## src/rtl/flow_pkg.sv

```systemverilog
// Shared types for the LED flow path: speed levels, direction encoding and step periods.
// The LED shifter imports this too, so both sides agree on what dir_out means.
package flow_pkg;

  localparam int unsigned NUM_SPEEDS = 4;

  typedef logic [1:0] speed_t;

  typedef enum logic {
    DIR_LEFT  = 1'b0,
    DIR_RIGHT = 1'b1
  } dir_t;

  // Speed 3 is the fastest; every step down doubles the period.
  function automatic int unsigned period_of(input speed_t s, input int unsigned base);
    return base << (int'(NUM_SPEEDS) - 1 - int'(s));
  endfunction

endpackage

```

## src/rtl/btn_debounce.sv

```systemverilog
// One pushbutton input path: 2-flop synchronizer, stability counter and a
// single-cycle pulse on each debounced press (releases are silent).
module btn_debounce #(
  parameter int unsigned DEBOUNCE_CYCLES = 16
) (
  input  logic clk_in,
  input  logic rst_n,
  input  logic btn_in,
  output logic press_out
);

  localparam int unsigned CW = (DEBOUNCE_CYCLES > 1) ? $clog2(DEBOUNCE_CYCLES) : 1;
  localparam logic [CW-1:0] LAST = CW'(DEBOUNCE_CYCLES - 1);

  logic [1:0]    sync_q, sync_d;
  logic [CW-1:0] cnt_q, cnt_d;
  logic          level_q, level_d;
  logic          level_dly_q, level_dly_d;
  logic          press_q, press_d;

  always_comb begin
    sync_d      = {sync_q[0], btn_in};
    cnt_d       = '0;
    level_d     = level_q;
    level_dly_d = level_q;
    // Rising edge is taken from the registered level, so the pulse trails the flip by one cycle.
    press_d     = level_q & ~level_dly_q;
    if (sync_q[1] != level_q) begin
      if (cnt_q == LAST) begin
        level_d = sync_q[1];
      end else begin
        cnt_d = cnt_q + CW'(1);
      end
    end
  end

  always_ff @(posedge clk_in) begin
    if (!rst_n) begin
      sync_q      <= '0;
      cnt_q       <= '0;
      level_q     <= 1'b0;
      level_dly_q <= 1'b0;
      press_q     <= 1'b0;
    end else begin
      sync_q      <= sync_d;
      cnt_q       <= cnt_d;
      level_q     <= level_d;
      level_dly_q <= level_dly_d;
      press_q     <= press_d;
    end
  end

  assign press_out = press_q;

endmodule

```

## src/rtl/flow_tick_ctrl.sv

```systemverilog
// Button-driven run state (speed, direction, pause) and the step strobe generator
// that paces the LED flow shifter.
module flow_tick_ctrl
  import flow_pkg::*;
#(
  parameter int unsigned BASE_DIV        = 2400,
  parameter int unsigned DEBOUNCE_CYCLES = 16
) (
  input  logic       clk_in,
  input  logic       rst_n,
  input  logic       btn_speed_in,
  input  logic       btn_dir_in,
  input  logic       btn_pause_in,
  output logic       step_out,
  output logic       dir_out,
  output logic       paused_out,
  output logic [1:0] speed_out
);

  localparam int unsigned CNT_W = $clog2(8 * BASE_DIV);

  function automatic logic [CNT_W-1:0] reload_of(input speed_t s);
    return CNT_W'(period_of(s, BASE_DIV) - 1);
  endfunction

  logic speed_press, dir_press, pause_press;

  btn_debounce #(.DEBOUNCE_CYCLES(DEBOUNCE_CYCLES)) u_db_speed (
    .clk_in(clk_in), .rst_n(rst_n), .btn_in(btn_speed_in), .press_out(speed_press)
  );
  btn_debounce #(.DEBOUNCE_CYCLES(DEBOUNCE_CYCLES)) u_db_dir (
    .clk_in(clk_in), .rst_n(rst_n), .btn_in(btn_dir_in), .press_out(dir_press)
  );
  btn_debounce #(.DEBOUNCE_CYCLES(DEBOUNCE_CYCLES)) u_db_pause (
    .clk_in(clk_in), .rst_n(rst_n), .btn_in(btn_pause_in), .press_out(pause_press)
  );

  speed_t           speed_q, speed_d;
  dir_t             dir_q, dir_d;
  logic             paused_q, paused_d;
  logic [CNT_W-1:0] cnt_q, cnt_d;
  logic             step_q, step_d;
  logic             run;

  always_comb begin
    speed_d  = speed_q;
    dir_d    = dir_q;
    paused_d = paused_q;
    cnt_d    = cnt_q;
    step_d   = 1'b0;

    if (speed_press) speed_d = speed_q + speed_t'(1);
    if (dir_press)   dir_d   = (dir_q == DIR_LEFT) ? DIR_RIGHT : DIR_LEFT;
    if (pause_press) paused_d = ~paused_q;

    // A pause press freezes the counter on its own edge, swallowing a coincident terminal step.
    run = ~paused_q & ~pause_press;
    if (run) begin
      if (cnt_q == '0) begin
        step_d = 1'b1;
        cnt_d  = reload_of(speed_d);
      end else begin
        cnt_d = cnt_q - CNT_W'(1);
      end
    end

    if (speed_press) cnt_d = reload_of(speed_d);
  end

  always_ff @(posedge clk_in) begin
    if (!rst_n) begin
      speed_q  <= '0;
      dir_q    <= DIR_LEFT;
      paused_q <= 1'b0;
      cnt_q    <= reload_of(speed_t'(0));
      step_q   <= 1'b0;
    end else begin
      speed_q  <= speed_d;
      dir_q    <= dir_d;
      paused_q <= paused_d;
      cnt_q    <= cnt_d;
      step_q   <= step_d;
    end
  end

  assign step_out   = step_q;
  assign dir_out    = dir_q;
  assign paused_out = paused_q;
  assign speed_out  = speed_q;

endmodule

```

## config.mk

```make
export PLATFORM = sky130hd
export DESIGN_NAME = flow_tick_ctrl
export DESIGN_NICKNAME = d
export VERILOG_FILES = /design/src/rtl/flow_pkg.sv /design/src/rtl/btn_debounce.sv /design/src/rtl/flow_tick_ctrl.sv
export SDC_FILE = /design/constraint.sdc
export NUM_CORES = 1
export LEC_CHECK = 0
export CORE_MARGIN = 4
export CORE_UTILIZATION = 64
export DETAILED_ROUTE_END_ITERATION = 10
export HOLD_SLACK_MARGIN = 0.06
export PLACE_DENSITY_LB_ADDON = 0.08
export SLEW_MARGIN = 15
export SYNTH_ARGS = -nofsm -noshare
export SYNTH_HDL_FRONTEND = slang
export SYNTH_HIERARCHICAL = 1
export SYNTH_SLANG_ARGS = --single-unit
```

## constraint.sdc

```tcl
create_clock -name clk_in -period 2.8 [get_ports clk_in]
set_input_delay 0.84 -clock clk_in [delete_from_list [all_inputs] [get_ports clk_in]]
set_output_delay 0.84 -clock clk_in [all_outputs]
set_load 0.005 [all_outputs]
```

---- Yosys cells after proc, flatten, opt, wreduce, memory -nomap -nowiden ----
Index checks and enable logic that the tools add are counted.
operators by class
  $add $sub $neg .......................... 7
  eq/ne operators ......................... 6
  shift-type cells ........................ 1
  multiplexer cells ....................... 6
  bitwise gates (word level) .............. 13
  reduce and logical (&&, ||, !) cells .... 9
operators by type and width
  kind                      number
  $mux W15                  3
  $shl A12 B32 Y15 const A  1
  $sub A15 B1 Y15 const B   2
  $logic_not A15 Y1         1
  $add A4 B1 Y4 const B     3
  $eq A4 B4 Y1 const B      3
  $not A1 Y1                9
  $reduce_or A3 Y1          3
  $reduce_and A2 Y1         4
  $and A1 B1 Y1             4
  $ne A1 B1 Y1              3
  $sub A2 B2 Y3 const A     1
  $add A2 B1 Y2 const B     1
  $mux W1                   2
  $mux W2                   1
  $reduce_bool A2 Y1        1
word-level totals
  register bits ........................... 47
  bits of input ports ..................... 5
  output and inout port bits .............. 5
  logic and storage cells ................. 62

---- Logic depth before layout (Yosys ltp) ----
Gate-level depths: netlist (run 1).
  word-level depth ........................ 8
  gate-level depth with buffers ........... 7
  depth with buffers taken out ............ 6

---- Modules after synthesis ----
Netlist (run 1), hierarchy kept.
by module, submodules not included
  module          times used  cells an instance  area an instance (µm²)  sequential area each (µm²)
  flow_tick_ctrl  1           152                1338.8                  400.4
  btn_debounce    3           27                 299.0                   180.2

---- Worst setup path after synthesis (run 1) ----
No wires, ideal clock.
  path type ............................... flip-flop to flip-flop
  from .................................... register, netlist name cnt_q[10]
  to ...................................... register, netlist name cnt_q[14]
  setup time .............................. 0.084 ns
  arrival time ............................ 1.755 ns
  data required time ...................... 2.716 ns
  slack ................................... 0.961 ns
  stages on the path, launching flop included .. 6
  buffers on the path ..................... 1
  clock period less this slack ............ 1.839 ns
  cell sequence ........................... dfxtp_1 or4_4 o41ai_4 buf_6 nor3b_2 o31ai_2

---- Final worst setup path (run 1) ----
  from .................................... register speed_q[0] (netlist: speed_out[0])
  to ...................................... output port speed_out[0]
RTL lines
  element                 line                  text
  from (decl)             flow_tick_ctrl.sv:38  speed_t speed_q, speed_d;
  from (signal assigned)  flow_tick_ctrl.sv:78  speed_q <= speed_d;
  to (decl)               flow_tick_ctrl.sv:17  output logic [1:0] speed_out
No word-level cell between the ends.

==> results of run 1 <==
==> cell usage in the layout, fill, tap and decap left out, drive strengths merged, types with 8 or more instances in the layout <==
| cell type | netlist | layout |
|---|---|---|
| ha | 10 | 10 |
| nor2b | 8 | 8 |
| nor4 | 9 | 9 |
| nor2 | 22 | 22 |
| nand3 | 10 | 10 |
| nand2 | 12 | 12 |
| clkdlybuf4s50 | 0 | 9 |
| inv | 9 | 9 |
| and2 | 11 | 11 |
| dfxtp | 47 | 47 |
| xor2 | 14 | 14 |
==> area by class of cell <==
type                       instances  area, um2  share of cell area [%]
clock buffer                       6       51.3                    2.13
timing repair buffer              12        113                    4.67
inverter                           9       33.8                    1.40
sequential                        47        941                    39.0
multi-input combinational        169       1200                    49.7
tap                               46       57.6                    2.39
clock inverter                     2       16.3                   0.674
==> registers in the layout, summed over array words and instances (netlist names), 2 cells and up <==
signal,cells
u_db_speed/sync_q,2
cnt_q,15
u_db_pause/sync_q,2
u_db_speed/cnt_q,4
u_db_dir/sync_q,2
u_db_pause/cnt_q,4
u_db_dir/cnt_q,4
speed_out,2
==> metrics by stage <==
stage	cell area, um2	util, %	instances	power (mW)
after floorplan	2240	-	233	0.726
after global placement	2340	69.7	283	0.740
after detailed placement	2340	69.7	283	0.743
after CTS	2410	71.7	291	1.08
after global routing	2410	71.7	291	1.12
final	2410	71.7	291	1.07
==> worst max-delay path by stage <==
| stage | to | slack [ns] | cells past startpoint |
|---|---|---|---|
| after floorplan | cnt_q[14] | 0.96 | 5 |
| after global placement | cnt_q[7] | 0.57 | 6 |
| after detailed placement | cnt_q[7] | 0.48 | 6 |
| after CTS | speed_out[0] | 0.54 | 1 |
| after global routing | speed_out[0] | 0.47 | 1 |
| final | speed_out[0] | 0.55 | 1 |
==> report_power, final <==
part	leakage [nW]	switching (mW)	total (mW)	internal (mW)
Combinational	0.564	0.0232	0.0426	0.0195
Sequential	0.381	0.00705	0.685	0.678
Clock	0.0345	0.220	0.344	0.124
==> per-layer routing <==
metal | global-route usage [%] | wire length (um) | up-vias
met4 | 9.11 | 104 | 0
met5 | 0 | 0 | -
met2 | 38.5 | 2170 | 54
li1 | - | - | 854
met1 | 28.4 | 1990 | 799
met3 | 6.07 | 254 | 12
==> worst reg2reg max path, stage by stage (launching register included) <==
cell and delay, ns:
dfxtp_1 0.36, inv_1 0.10, ha_1 0.20, or4b_2 0.62, nor4_1 0.40, nor2_1 0.18
o211ai_1 0.21
==> logic make-up after synthesis <==
family                     after synthesis  synth area share, %
muxes                                    5                 2.24
and+or+nand+nor                        104                 26.9
buffers and inverters                   17                 4.25
xor gates and xnor gates                17                 6.66
adders and majority gates               10                 5.60
DFF                                     47                 42.1
AOI/OAI and AO/OA                       33                 12.3
==> impl_metrics.xml, run 1 <==
<?xml version="1.0" encoding="UTF-8"?>
<metrics>
  <group name="hold_path">
    <metric name="hold_path_depth" unit="">1</metric>
    <metric name="holdPathEnd" unit="">u_db_pause/press_out</metric>
    <metric name="min-delay-start" unit="">u_db_pause/level_dly_q</metric>
    <metric name="min-delay-path-class" unit="">flop to flop</metric>
  </group>
  <group name="yosys">
    <metric name="syn-cell-area" unit="mm2">0.00224</metric>
    <metric name="synth_most_common_cell" unit="">dfxtp_1</metric>
    <metric name="dominantRegCellSynth" unit="">dfxtp_1</metric>
    <metric name="synthesis.yosys.warnings" unit="">6</metric>
    <metric name="synth_seq_area_share" unit="%">42.1</metric>
    <metric name="netlist.top_cell.by_area" unit="">dfxtp_1</metric>
    <metric name="number_of_register_bits_inferred_by_synthesis" unit="">47</metric>
    <metric name="syn-instance-count" unit="">233</metric>
    <metric name="yosysTopAreaCellShare" unit="%">42.1</metric>
    <metric name="mappedNetlistNets" unit="">248</metric>
    <metric name="synth_enable_flop_cells" unit="">0</metric>
    <metric name="asyncSetResetFlopFracSynth" unit="%">0</metric>
    <metric name="syn_area_per_cell" unit="um2">9.60</metric>
    <metric name="synth_cell_type_count" unit="">53</metric>
    <metric name="ys_top_cells_by_area" unit="">dfxtp_1 (42%), ha_1 (5.6%), xor2_1 (5.5%)</metric>
    <metric name="synth_commonest_cells" unit="">dfxtp_1 (47), nor2_1 (22), xor2_1 (14)</metric>
  </group>
  <group name="timing">
    <metric name="clock.fmax" unit="MHz">444</metric>
    <metric name="hold_slack" unit="ns">0.385</metric>
    <metric name="unrepaired_setup_endpoints_after_global_routing" unit="">false</metric>
    <metric name="worstMarginPinSlew" unit="ns">0.868</metric>
    <metric name="min_clock_period_post_route" unit="ns">2.25</metric>
    <metric name="timing.final.hold_violations" unit="">0</metric>
    <metric name="postLayoutSetupSlackWorst" unit="ns">0.547</metric>
    <metric name="final_tns_setup" unit="ns">0</metric>
    <metric name="setup_violation_total_in_the_final_timing_report" unit="">0</metric>
    <metric name="slew_viol_final" unit="">0</metric>
    <metric name="relSlewSlack" unit="%">41.6</metric>
    <metric name="post-route-period-util" unit="%">80.5</metric>
    <metric name="worst_clock_skew" unit="ns">0.00534</metric>
  </group>
  <group name="power">
    <metric name="cellPowerDensity" unit="mW/mm2">444</metric>
    <metric name="ir_drop" unit="uV">385</metric>
    <metric name="static-leakage-power" unit="nW">0.979</metric>
  </group>
  <group name="die">
    <metric name="initial_core_utilization" unit="%">66.5</metric>
    <metric name="number_of_placed_i_o_pins" unit="">10</metric>
    <metric name="dieHeight" unit="um">67.1</metric>
    <metric name="fp.dieW" unit="um">67.1</metric>
    <metric name="die_area" unit="mm2">0.00450</metric>
    <metric name="core" unit="mm2">0.00336</metric>
    <metric name="fp-row-count" unit="">21</metric>
  </group>
  <group name="cells_and_area">
    <metric name="finalNetCount" unit="">259</metric>
    <metric name="area_growth_syn_to_layout" unit="%">7.89</metric>
    <metric name="layout.filler_cells" unit="">277</metric>
    <metric name="drive_gt1_share" unit="%">13.5</metric>
    <metric name="antenna-diode-count" unit="">0</metric>
  </group>
  <group name="clock_tree">
    <metric name="clkTransAtPathRegs" unit="ns">0.14</metric>
    <metric name="cts-hold-fix-buffers" unit="">0</metric>
    <metric name="clock_tree.htree_level_count" unit="">2</metric>
    <metric name="numCtsBuffers" unit="">5</metric>
    <metric name="worst_skew_pair.late_latency" unit="ns">0.36</metric>
    <metric name="cts-root-buf" unit="">clkbuf_4</metric>
    <metric name="ctsResizeCount" unit="">0</metric>
    <metric name="cts_post_setup_buffers_inserted" unit="">0</metric>
    <metric name="cts_max_path_buffers" unit="">2</metric>
    <metric name="clock_tree_from_tritoncts" unit="">yes</metric>
    <metric name="cts_sinks" unit="">47</metric>
  </group>
  <group name="setup_path">
    <metric name="slack_of_the_worst_reg_to_reg_path" unit="ns">0.66</metric>
    <metric name="worstPathMaxFanout" unit="">7</metric>
    <metric name="worst-path-buf-inv" unit="">1</metric>
    <metric name="r2r-end" unit="">cnt_q[5]</metric>
    <metric name="crit_path_max_incr_delay" unit="ns">0.55</metric>
    <metric name="master_of_the_slowest_instance_on_the_critical_path" unit="">clkdlybuf4s50_1</metric>
    <metric name="crit_required" unit="ns">1.96</metric>
    <metric name="r2r_cells" unit="">6</metric>
    <metric name="worst_setup_path_start_kind" unit="">flop</metric>
    <metric name="critical_path.top_delay_family" unit="">buffers and inverters</metric>
    <metric name="crit_path_cell_trace" unit="">clkdlybuf4s50_1</metric>
    <metric name="worst_setup_path_end_kind" unit="">output pin</metric>
    <metric name="classification_of_the_worst_setup_path" unit="">flop to output pin</metric>
    <metric name="arrival" unit="ns">1.41</metric>
    <metric name="timing.rr.start" unit="">cnt_q[0]</metric>
    <metric name="crit_start" unit="">speed_out[0]</metric>
  </group>
  <group name="place">
    <metric name="io_buffers" unit="">9</metric>
    <metric name="final_weighted_congestion_in_routability_driven_placement" unit="">0.897</metric>
    <metric name="detailed_place_hpwl" unit="um">3420</metric>
    <metric name="dp_worst_setup_slack" unit="ns">0.481</metric>
  </group>
  <group name="routing">
    <metric name="drt_drc_violations_left" unit="">0</metric>
    <metric name="drt_iter0_drc" unit="">201</metric>
    <metric name="avgViaCountPerCell" unit="">5.91</metric>
    <metric name="first_pass_iters" unit="">4</metric>
    <metric name="detailroute.via_count" unit="">1719</metric>
    <metric name="routedWlPerCell" unit="um">15.5</metric>
    <metric name="number_of_nets_still_failing_antenna_checks_after_routing" unit="">0</metric>
    <metric name="finalWirelength" unit="um">4520</metric>
  </group>
  <group name="global_routing">
    <metric name="initial_antenna_violation_count" unit="">0</metric>
    <metric name="vias_in_the_first_global_route" unit="">1658</metric>
    <metric name="gr-usage-all-layers" unit="%">23.2</metric>
    <metric name="grt_start_max_net_pins" unit="">18</metric>
    <metric name="grt_pass1_wl" unit="um">7690</metric>
    <metric name="grt_overflow_total" unit="">0</metric>
  </group>
  <group name="job">
    <metric name="max_cap_viol_count" unit="">0</metric>
  </group>
  <group name="run_status">
    <metric name="outcome" unit="">completed</metric>
  </group>
</metrics>
No activity file was read; power rests on OpenSTA's default activity.
==> run 2, diff against run 1 <==
--- a/config.mk
+++ b/config.mk
@@ -6,7 +6,7 @@
 export NUM_CORES = 1
 export LEC_CHECK = 0
 export CORE_MARGIN = 4
-export CORE_UTILIZATION = 64
+export CORE_UTILIZATION = 59
 export DETAILED_ROUTE_END_ITERATION = 10
 export HOLD_SLACK_MARGIN = 0.06
 export PLACE_DENSITY_LB_ADDON = 0.08
==> constraint.sdc (replaced) <==
create_clock -name clk_in -period 2.2 [get_ports clk_in]
set_input_delay 0.66 -clock clk_in [delete_from_list [all_inputs] [get_ports clk_in]]
set_output_delay 0.66 -clock clk_in [all_outputs]
set_load 0.005 [all_outputs]
==> run 2 against run 1 <==
Sequential power grew 27%. Largest cell class unchanged. Flip-flop and latch count is the same. Non-clock buffer count grew 12. Largest power group unchanged. Critical path type is now flop to flop. Critical endpoint is now cnt_q[11]. Clock skew is essentially flat.
==> impl_metrics.xml, run 2 (same netlist as run 1, synthesis figures left out) <==
<?xml version="1.0" encoding="UTF-8"?>
<metrics>
  <group name="die">
    <metric name="fp-row-count" unit="">22</metric>
    <metric name="initial_core_utilization" unit="%">61.1</metric>
    <metric name="core" unit="mm2">0.00366</metric>
    <metric name="number_of_placed_i_o_pins" unit="">10</metric>
    <metric name="die_area" unit="mm2">0.00484</metric>
    <metric name="dieHeight" unit="um">69.6</metric>
    <metric name="fp.dieW" unit="um">69.6</metric>
  </group>
  <group name="power">
    <metric name="cellPowerDensity" unit="mW/mm2">604</metric>
    <metric name="seq_power_share" unit="%">56.5</metric>
    <metric name="static-leakage-power" unit="nW">1.05</metric>
    <metric name="power_frac_comb" unit="%">4.1</metric>
    <metric name="power.share.clock" unit="%">39.4</metric>
    <metric name="ir_drop" unit="uV">429</metric>
    <metric name="cellInternalPower" unit="mW">1.22</metric>
    <metric name="switching_share" unit="%">20.4</metric>
    <metric name="net-switching-power" unit="mW">0.314</metric>
  </group>
  <group name="timing">
    <metric name="clock.fmax" unit="MHz">483</metric>
    <metric name="hold_slack" unit="ns">0.387</metric>
    <metric name="post-route-period-util" unit="%">94.0</metric>
    <metric name="postLayoutSetupSlackWorst" unit="ns">0.131</metric>
    <metric name="slew_viol_final" unit="">0</metric>
    <metric name="setup_violation_total_in_the_final_timing_report" unit="">0</metric>
    <metric name="timing.final.hold_violations" unit="">0</metric>
    <metric name="worst_clock_skew" unit="ns">0.00574</metric>
    <metric name="min_clock_period_post_route" unit="ns">2.07</metric>
    <metric name="relSlewSlack" unit="%">71.3</metric>
    <metric name="final_tns_setup" unit="ns">0</metric>
    <metric name="unrepaired_setup_endpoints_after_global_routing" unit="">false</metric>
    <metric name="worstMarginPinSlew" unit="ns">0.427</metric>
  </group>
  <group name="cells_and_area">
    <metric name="layout_commonest_cell" unit="">dfxtp_1</metric>
    <metric name="area_growth_syn_to_layout" unit="%">13.9</metric>
    <metric name="registers.top_by_ff_count" unit="">cnt_q</metric>
    <metric name="finalNetCount" unit="">271</metric>
    <metric name="drive_gt1_share" unit="%">17.2</metric>
    <metric name="largest_register_ff_count" unit="">15</metric>
    <metric name="finish.cell_count_without_fillers" unit="">304</metric>
    <metric name="antenna-diode-count" unit="">0</metric>
    <metric name="final_cell_mix" unit="">dfxtp_1 (47), nor2_1 (22), buf_4 (15)</metric>
  </group>
  <group name="setup_path">
    <metric name="r2r-end" unit="">cnt_q[11]</metric>
    <metric name="crit_required" unit="ns">2.39</metric>
    <metric name="worst_setup_path_start_kind" unit="">flop</metric>
    <metric name="arrival" unit="ns">2.26</metric>
    <metric name="master_of_the_slowest_instance_on_the_critical_path" unit="">or4_1</metric>
    <metric name="crit_start" unit="">cnt_q[3]</metric>
    <metric name="slack_of_the_worst_reg_to_reg_path" unit="ns">0.13</metric>
    <metric name="r2r_cells" unit="">5</metric>
    <metric name="worst-path-buf-inv" unit="">1</metric>
    <metric name="critical_path.top_delay_family" unit="">simple AND/OR/NAND/NOR gates</metric>
    <metric name="worstPathMaxFanout" unit="">13</metric>
    <metric name="timing.rr.start" unit="">cnt_q[3]</metric>
    <metric name="classification_of_the_worst_setup_path" unit="">flop to flop</metric>
    <metric name="crit_path_cell_trace" unit="">or4_1, o41ai_4, buf_4, a31oi_1, a31o_2</metric>
    <metric name="worst_setup_path_end_kind" unit="">flop</metric>
    <metric name="crit_path_max_incr_delay" unit="ns">0.73</metric>
  </group>
  <group name="global_routing">
    <metric name="vias_in_the_first_global_route" unit="">1723</metric>
    <metric name="grt_overflow_total" unit="">0</metric>
    <metric name="initial_antenna_violation_count" unit="">0</metric>
    <metric name="grt_start_max_net_pins" unit="">19</metric>
    <metric name="gr-usage-all-layers" unit="%">20.3</metric>
    <metric name="grt_pass1_wl" unit="um">7980</metric>
  </group>
  <group name="clock_tree">
    <metric name="clock_tree_from_tritoncts" unit="">yes</metric>
    <metric name="clkTransAtPathRegs" unit="ns">0.08</metric>
    <metric name="cts-hold-fix-buffers" unit="">0</metric>
    <metric name="cts_max_path_buffers" unit="">2</metric>
    <metric name="numCtsBuffers" unit="">5</metric>
    <metric name="cts-root-buf" unit="">clkbuf_8</metric>
    <metric name="cts_post_setup_buffers_inserted" unit="">0</metric>
    <metric name="cts_sinks" unit="">47</metric>
    <metric name="clock_tree.htree_level_count" unit="">2</metric>
    <metric name="worst_skew_pair.late_latency" unit="ns">0.30</metric>
  </group>
  <group name="routing">
    <metric name="detailroute.via_count" unit="">1829</metric>
    <metric name="first_pass_iters" unit="">5</metric>
    <metric name="routedWlPerCell" unit="um">15.3</metric>
    <metric name="number_of_nets_still_failing_antenna_checks_after_routing" unit="">0</metric>
    <metric name="drt_drc_violations_left" unit="">0</metric>
    <metric name="avgViaCountPerCell" unit="">6.02</metric>
    <metric name="drt_iter0_drc" unit="">286</metric>
    <metric name="finalWirelength" unit="um">4660</metric>
  </group>
  <group name="place">
    <metric name="placed_cells" unit="">297</metric>
    <metric name="final_weighted_congestion_in_routability_driven_placement" unit="">1.03</metric>
    <metric name="dp_worst_setup_slack" unit="ns">0.123</metric>
    <metric name="io_buffers" unit="">9</metric>
    <metric name="detailed_place_hpwl" unit="um">3490</metric>
  </group>
  <group name="hold_path">
    <metric name="min-delay-start" unit="">u_db_speed/level_dly_q</metric>
    <metric name="hold_path_depth" unit="">1</metric>
    <metric name="min-delay-path-class" unit="">flop to flop</metric>
    <metric name="holdPathEnd" unit="">u_db_speed/press_out</metric>
  </group>
  <group name="run_status">
    <metric name="outcome" unit="">completed</metric>
  </group>
  <group name="job">
    <metric name="max_cap_viol_count" unit="">0</metric>
  </group>
</metrics>
## run 2: changes by cell type in the layout (fill, tap and decap cells not counted)
cell	change
clkbuf_1	+1
bufinv_16	+1
buf_4	+12
clkbuf_8	+4
nor4_1	-1
clkbuf_4	-5
clkinv_4	-1
nor4_2	+1
clkinvlp_4	-1
## run 2: per-stage QoR
| stage | cell area, um2 | power (mW) | utilization [%] |
|---|---|---|---|
| CTS | 2540 | 1.55 | 69.4 |
| global route | 2550 | 1.60 | 69.5 |
| finish | 2550 | 1.54 | 69.5 |
| global placement | 2440 | 0.948 | 66.6 |
| floorplan | 2240 | 0.924 | - |
| detailed placement | 2440 | 0.951 | 66.6 |
## run 2: timing repair
action,CTS,global route
gates resized for setup,0,1
endpoints found under the setup margin,0,1
endpoints found under the hold margin,0,0
## run 2: how the worst max path moves through the flow
stage | end | slack (ns) | depth (start not counted)
2_1_floorplan | cnt_q[14] | 0.36 | 5
3_3_place_gp | cnt_q[10] | 0.17 | 5
3_5_place_dp | cnt_q[10] | 0.12 | 5
4_1_cts | cnt_q[11] | 0.16 | 5
5_1_grt | cnt_q[11] | 0.09 | 5
6_report | cnt_q[11] | 0.13 | 5
## run 2: metal layers
| metal | wire (um) | share of wire [%] | global-route usage, % | up-vias |
|---|---|---|---|---|
| li1 | - | - | - | 885 |
| met1 | 2030 | 44 | 26.2 | 849 |
| met2 | 2200 | 47 | 32.5 | 75 |
| met3 | 265 | 5.7 | 4.64 | 20 |
| met4 | 158 | 3.4 | 8.46 | 0 |
| met5 | 0 | 0 | 0 | - |
## run 2: final cells by class
| type | instances | area, um2 |
|---|---|---|
| fillers | 283 | 1110 |
| repair buffers | 24 | 203 |
| multi-input cells | 169 | 1210 |
| well taps | 48 | 60.1 |
| flip-flops and latches | 47 | 941 |
| clock inverters | 1 | 30.0 |
| inverters | 9 | 33.8 |
| clock buffers | 6 | 72.6 |
## run 2: power groups by stage
stage	Combinational, mW	Clock, mW	Sequential, mW
3_3_place_gp	0.0595	0	0.889
2_1_floorplan	0.0353	0	0.888
6_report	0.0632	0.605	0.869
3_5_place_dp	0.0621	0	0.889
4_1_cts	0.0630	0.619	0.869
5_1_grt	0.0705	0.655	0.871
